<file path="src/rtl/rx_fsm.sv">
// HS lane receiver: hunts for the sync byte, delivers payload bytes with one
// cycle of latency, and acknowledges the transmitter a fixed delay after EOT.
module rx_fsm #(
  parameter logic [7:0] SYNC_BYTE    = 8'hB8,
  parameter logic [7:0] SYNC_TIMEOUT = 8'h0F,
  parameter logic [7:0] ACK_DELAY    = 8'h02
) (
  input  logic        TxDDRClk,
  input  logic        TxRst,
  input  logic        RxLineValid,
  input  logic [7:0]  RxDataIn,
  output logic [7:0]  RxByteHS,
  output logic        RxValidHS,
  output logic        RxActiveHS,
  output logic        RxSyncHS,
  output logic        ErrSotHS,
  output logic        AckOut,
  output logic [15:0] RxByteCount
);

  localparam logic [2:0] RX_IDLE = 3'd0;
  localparam logic [2:0] RX_SYNC = 3'd1;
  localparam logic [2:0] RX_DATA = 3'd2;
  localparam logic [2:0] RX_EOT  = 3'd3;
  localparam logic [2:0] RX_ERR  = 3'd4;

  logic [2:0]  stateReg, stateNext;
  logic [7:0]  syncCntReg, syncCntNext;
  logic [7:0]  eotCntReg, eotCntNext;
  logic [7:0]  byteNext;
  logic [15:0] countNext;
  logic        validNext, activeNext, syncNext, errNext, ackNext;
  logic [7:0]  syncInc;

  always_comb begin
    stateNext   = stateReg;
    syncCntNext = syncCntReg;
    eotCntNext  = eotCntReg;
    byteNext    = RxByteHS;
    countNext   = RxByteCount;
    validNext   = 1'b0;
    syncNext    = 1'b0;
    errNext     = 1'b0;
    ackNext     = 1'b0;
    // The first byte of a burst is already a sync candidate, so the hunt
    // counter starts from zero when leaving idle.
    syncInc     = ((stateReg == RX_SYNC) ? syncCntReg : 8'h00) + 8'h01;

    case (stateReg)
      RX_IDLE, RX_SYNC: begin
        if (RxLineValid) begin
          if (stateReg == RX_IDLE) begin
            countNext  = 16'h0000;
            eotCntNext = 8'h00;
          end
          if (RxDataIn == SYNC_BYTE) begin
            stateNext   = RX_DATA;
            syncNext    = 1'b1;
            syncCntNext = 8'h00;
          end else if (syncInc == SYNC_TIMEOUT) begin
            stateNext   = RX_ERR;
            errNext     = 1'b1;
            syncCntNext = syncInc;
          end else begin
            stateNext   = RX_SYNC;
            syncCntNext = syncInc;
          end
        end else if (stateReg == RX_SYNC) begin
          stateNext   = RX_IDLE;
          syncCntNext = 8'h00;
        end
      end
      RX_DATA: begin
        if (RxLineValid) begin
          byteNext  = RxDataIn;
          validNext = 1'b1;
          countNext = RxByteCount + 16'h0001;
        end else begin
          stateNext  = RX_EOT;
          eotCntNext = 8'h00;
        end
      end
      RX_EOT: begin
        // Line activity here is ignored; the ack always completes first.
        if (eotCntReg == ACK_DELAY) begin
          stateNext  = RX_IDLE;
          ackNext    = 1'b1;
          eotCntNext = 8'h00;
        end else begin
          eotCntNext = eotCntReg + 8'h01;
        end
      end
      RX_ERR: begin
        if (!RxLineValid) begin
          stateNext   = RX_IDLE;
          syncCntNext = 8'h00;
        end
      end
      default: begin
        stateNext   = RX_IDLE;
        syncCntNext = 8'h00;
        eotCntNext  = 8'h00;
      end
    endcase

    activeNext = (stateNext == RX_SYNC) || (stateNext == RX_DATA);
  end

  always_ff @(posedge TxDDRClk or negedge TxRst) begin
    if (!TxRst) begin
      stateReg    <= RX_IDLE;
      syncCntReg  <= 8'h00;
      eotCntReg   <= 8'h00;
      RxByteHS    <= 8'h00;
      RxValidHS   <= 1'b0;
      RxActiveHS  <= 1'b0;
      RxSyncHS    <= 1'b0;
      ErrSotHS    <= 1'b0;
      AckOut      <= 1'b0;
      RxByteCount <= 16'h0000;
    end else begin
      stateReg    <= stateNext;
      syncCntReg  <= syncCntNext;
      eotCntReg   <= eotCntNext;
      RxByteHS    <= byteNext;
      RxValidHS   <= validNext;
      RxActiveHS  <= activeNext;
      RxSyncHS    <= syncNext;
      ErrSotHS    <= errNext;
      AckOut      <= ackNext;
      RxByteCount <= countNext;
    end
  end

endmodule

</file>
<file path="config.mk">
export PLATFORM = sky130hd
export DESIGN_NAME = rx_fsm
export DESIGN_NICKNAME = d
export VERILOG_FILES = /design/src/rtl/rx_fsm.sv
export SDC_FILE = /design/constraint.sdc
export NUM_CORES = 1
export LEC_CHECK = 0
export CORE_AREA = 2 2 95 61
export CTS_CLUSTER_DIAMETER = 80
export DETAILED_ROUTE_END_ITERATION = 10
export DIE_AREA = 0 0 97 63
export PLACE_DENSITY_LB_ADDON = 0.12
export SYNTH_ARGS = -nofsm -noshare
export SYNTH_HDL_FRONTEND = slang
export SYNTH_SLANG_ARGS = --single-unit
</file>
<file path="constraint.sdc">
create_clock -name TxDDRClk -period 2.2 [get_ports TxDDRClk]
set_input_delay 0.33 -clock TxDDRClk [delete_from_list [all_inputs] [get_ports TxDDRClk]]
set_output_delay 0.33 -clock TxDDRClk [all_outputs]
set_load 0.02 [all_outputs]
</file>
==> results.toml <==
[synthesis]
synth-edff-count = 0
postSynthAreaPerCell_um2 = 9.696
ys_ff_latch = 48
synth-async-reset-ratio = 1.000
yosys_warnings = 0
synth_seq_area_share = 0.4936
netlist_instances = 251
ys_types = 41
ys.flop_type = "dfrtp_1"
synth_nets = 267
synth_area_um2 = 2434

[power]
p_total_mw = 2.767
power_density_nw_per_um2 = 865.0
cellLeakagePower_nw = 1.351
ir_worst_vdd_mv = 0.4069

[grt]
grt_first_pass_wirelength_um = 9653
grt_max_degree = 27
antenna_found_initial = 0
grt_use_total = 0.1939
grt_pass1_vias = 1968
grt_overflow = 0

[finish]
area.growth.synth_to_final_pct = 31.47
mostFrequentLayoutCell = "dfrtp_1"
layout_common_cells = "dfrtp_1 (47), clkdlybuf4s50_1 (38), nor2_1 (27)"
instances_no_fill = 383
drive_gt1_frac = 0.1656
insertedDiodeCount = 0
stdcell_area_um2 = 3199
nets = 329

[outcome]
status = "finished, final reports clean"

[sta]
setup_tns_ps = 0
finalCriticalPeriod_ps = 2152
slew_violations = 0
rsz0062_at_grt = "true"
min_period_over_period = 0.9780
hold_violations = 0
worst_slack_ps = 48.43
tightest_slew_ps = 559.7
fmax_mhz = 464.8
fin_worst_skew_ps = 6.387
timing.slew.headroom = 0.6268
setup_viol = 0

[placed_design]
pre_cts_ws_ps = -41.64
placed_area_um2 = 3063
hpwl_um = 4004
gp_congestion = 0.9081
place_inst = 371
port_buffers = 39

[floorplanning]
dieArea_um2 = 6111
core-area_um2 = 5281
rows = 21
die_x_um = 97
io_pins = 40
die_h_um = 63
start_util = 0.4608

[routing]
via_per_inst = 5.292
wl_um = 5473
drtIter0Drc = 143
met3_length_um = 274
avgRoutedWirePerCell_um = 14.29
vias = 2027
ant_nets = 0
drt-met1-wl_um = 2884
highest_layer = "met4"
met2WireLength_um = 2289
drt_pass1_iterations = 4
drc = 0

[min_path]
hold_class = "in2async"

[clocking]
cts_buffer_depth = 2
cts_hold_buffers = 0
tritoncts = "built"
cts-htree-levels = 2
numClockSinks = 48
numCtsBuffers = 5
clkLatencyLatePin_ps = 300
clk_pin_slew_ps = 90
cts_root_buf = "clkbuf_8"

[critical_path]
cp_data_arrival_time_ps = 2340
required_ps = 2390
crit_fanout = 5
crit_type = "reg2reg"
cp-start-kind = "register"
end_kind = "register"

[flow_run]
cap_violations = 0
==> worst paths after layout <==
| kind | from | end | slack (ps) | cells after the start |
|---|---|---|---|---|
| max in group asynchronous | TxRst | stateReg[2]$_DFF_PN0_ | 1630 | 2 |
| max | stateReg[0]$_DFF_PN0_ | stateReg[0]$_DFF_PN0_ | 50 | 8 |
| min in group TxDDRClk | eotCntReg[7]$_DFFE_PN0P_ | eotCntReg[7]$_DFFE_PN0P_ | 490 | 1 |
| max reg2reg | stateReg[0]$_DFF_PN0_ | stateReg[0]$_DFF_PN0_ | 50 | 8 |
| min reg2reg | eotCntReg[7]$_DFFE_PN0P_ | eotCntReg[7]$_DFFE_PN0P_ | 490 | 1 |
| min | TxRst | RxByteHS[4]$_DFFE_PN0P_ | 10 | 1 |
==> Yosys cell counts, types with 2 or more instances <==
cell type  instances  share of area
clkbuf_1           5         0.0077
nand4_1            6          0.015
nor3b_1            4          0.012
nor4_1             2         0.0051
or4b_1             2         0.0082
xor2_1             7          0.025
nand2_1           26          0.040
inv_1              5         0.0077
a31oi_1            2         0.0051
nor2b_1            4          0.010
mux2_2             8          0.037
nor3_1             6          0.012
a21oi_1            6          0.012
dfrtp_1           48           0.49
a22o_1             2         0.0072
o21ai_1            9          0.019
nand3b_1           2         0.0062
nand2b_1           3         0.0077
ha_1               5          0.026
nor2_1            27          0.042
o21ai_0           17          0.035
o31ai_1            4          0.012
and3_1             5          0.013
o41ai_1            3          0.011
and2_1             2         0.0051
nand3_1           12          0.025
buf_2              3         0.0062
o211ai_1           3         0.0093
mux2i_1            3          0.012
xnor2_1            6          0.022
or3_1              4          0.010
==> cell families (layout without fill, tap and decap cells) <==
| family | after synthesis | after routing | synth area share |
|---|---|---|---|
| DFF | 48 | 48 | 0.4936 |
| and+or+nand+nor | 110 | 110 | 0.2329 |
| buffers and inverters | 13 | 76 | 0.02159 |
| adders and majority gates | 5 | 5 | 0.02571 |
| AOI/OAI and AO/OA | 51 | 51 | 0.1301 |
| xor gates and xnor gates | 13 | 13 | 0.04679 |
| muxes | 11 | 11 | 0.04936 |
==> through the flow <==
stage,hold WS (ps),util
after floorplan,34.41,-
after global placement,344.3,0.5800
after detailed placement,352.9,0.5800
final,13.70,0.6058
after global routing,34.81,0.6058
after CTS,18.57,0.5982
==> area by class of cell <==
cell class | count | area, µm²
Multi-Input combinational cell | 190 | 1215
Clock buffer | 6 | 82.58
Timing Repair Buffer | 63 | 578.1
Inverter | 5 | 21.27
Clock inverter | 2 | 13.76
Tap cell | 69 | 86.33
Fill cell | 467 | 2082
Sequential cell | 48 | 1202
==> timing repair <==
| action | in CTS | in global routing |
|---|---|---|
| pin swaps | 1 | 7 |
| buffers inserted | 0 | 4 |
| gates cloned | 0 | 0 |
| gates resized for setup | 0 | 3 |
| endpoints found under the setup margin | 1 | 4 |
==> report_power, final <==
group | switching, mW | internal (mW) | total, mW
sequential | 0.105 | 1.02 | 1.13
combinational | 0.557 | 0.532 | 1.09
clock | 0.293 | 0.257 | 0.550
total | 0.954 | 1.81 | 2.77
==> flip-flops by register name (all words and copies together), names as in the netlist <==
register	flops
AckOut	1
ErrSotHS	1
RxActiveHS	1
RxByteCount	16
RxByteHS	8
RxSyncHS	1
RxValidHS	1
eotCntReg	8
stateReg	3
syncCntReg	8
==> critical path: stages (launching register included) <==
cell and delay (ps):
dfrtp_1 380, nor3b_4 160, and2_4 170, ha_4 180, inv_4 60, nand2_1 40, or4b_1 470, a211o_1 360
a22o_1 230
==> metal layers <==
layer,vias up,global-route usage
met5,-,0
met4,0,0.04754
met3,2,0.04698
met2,51,0.2839
met1,949,0.2893
li1,1025,-
Note: power is estimated with default switching activity, not from simulation.
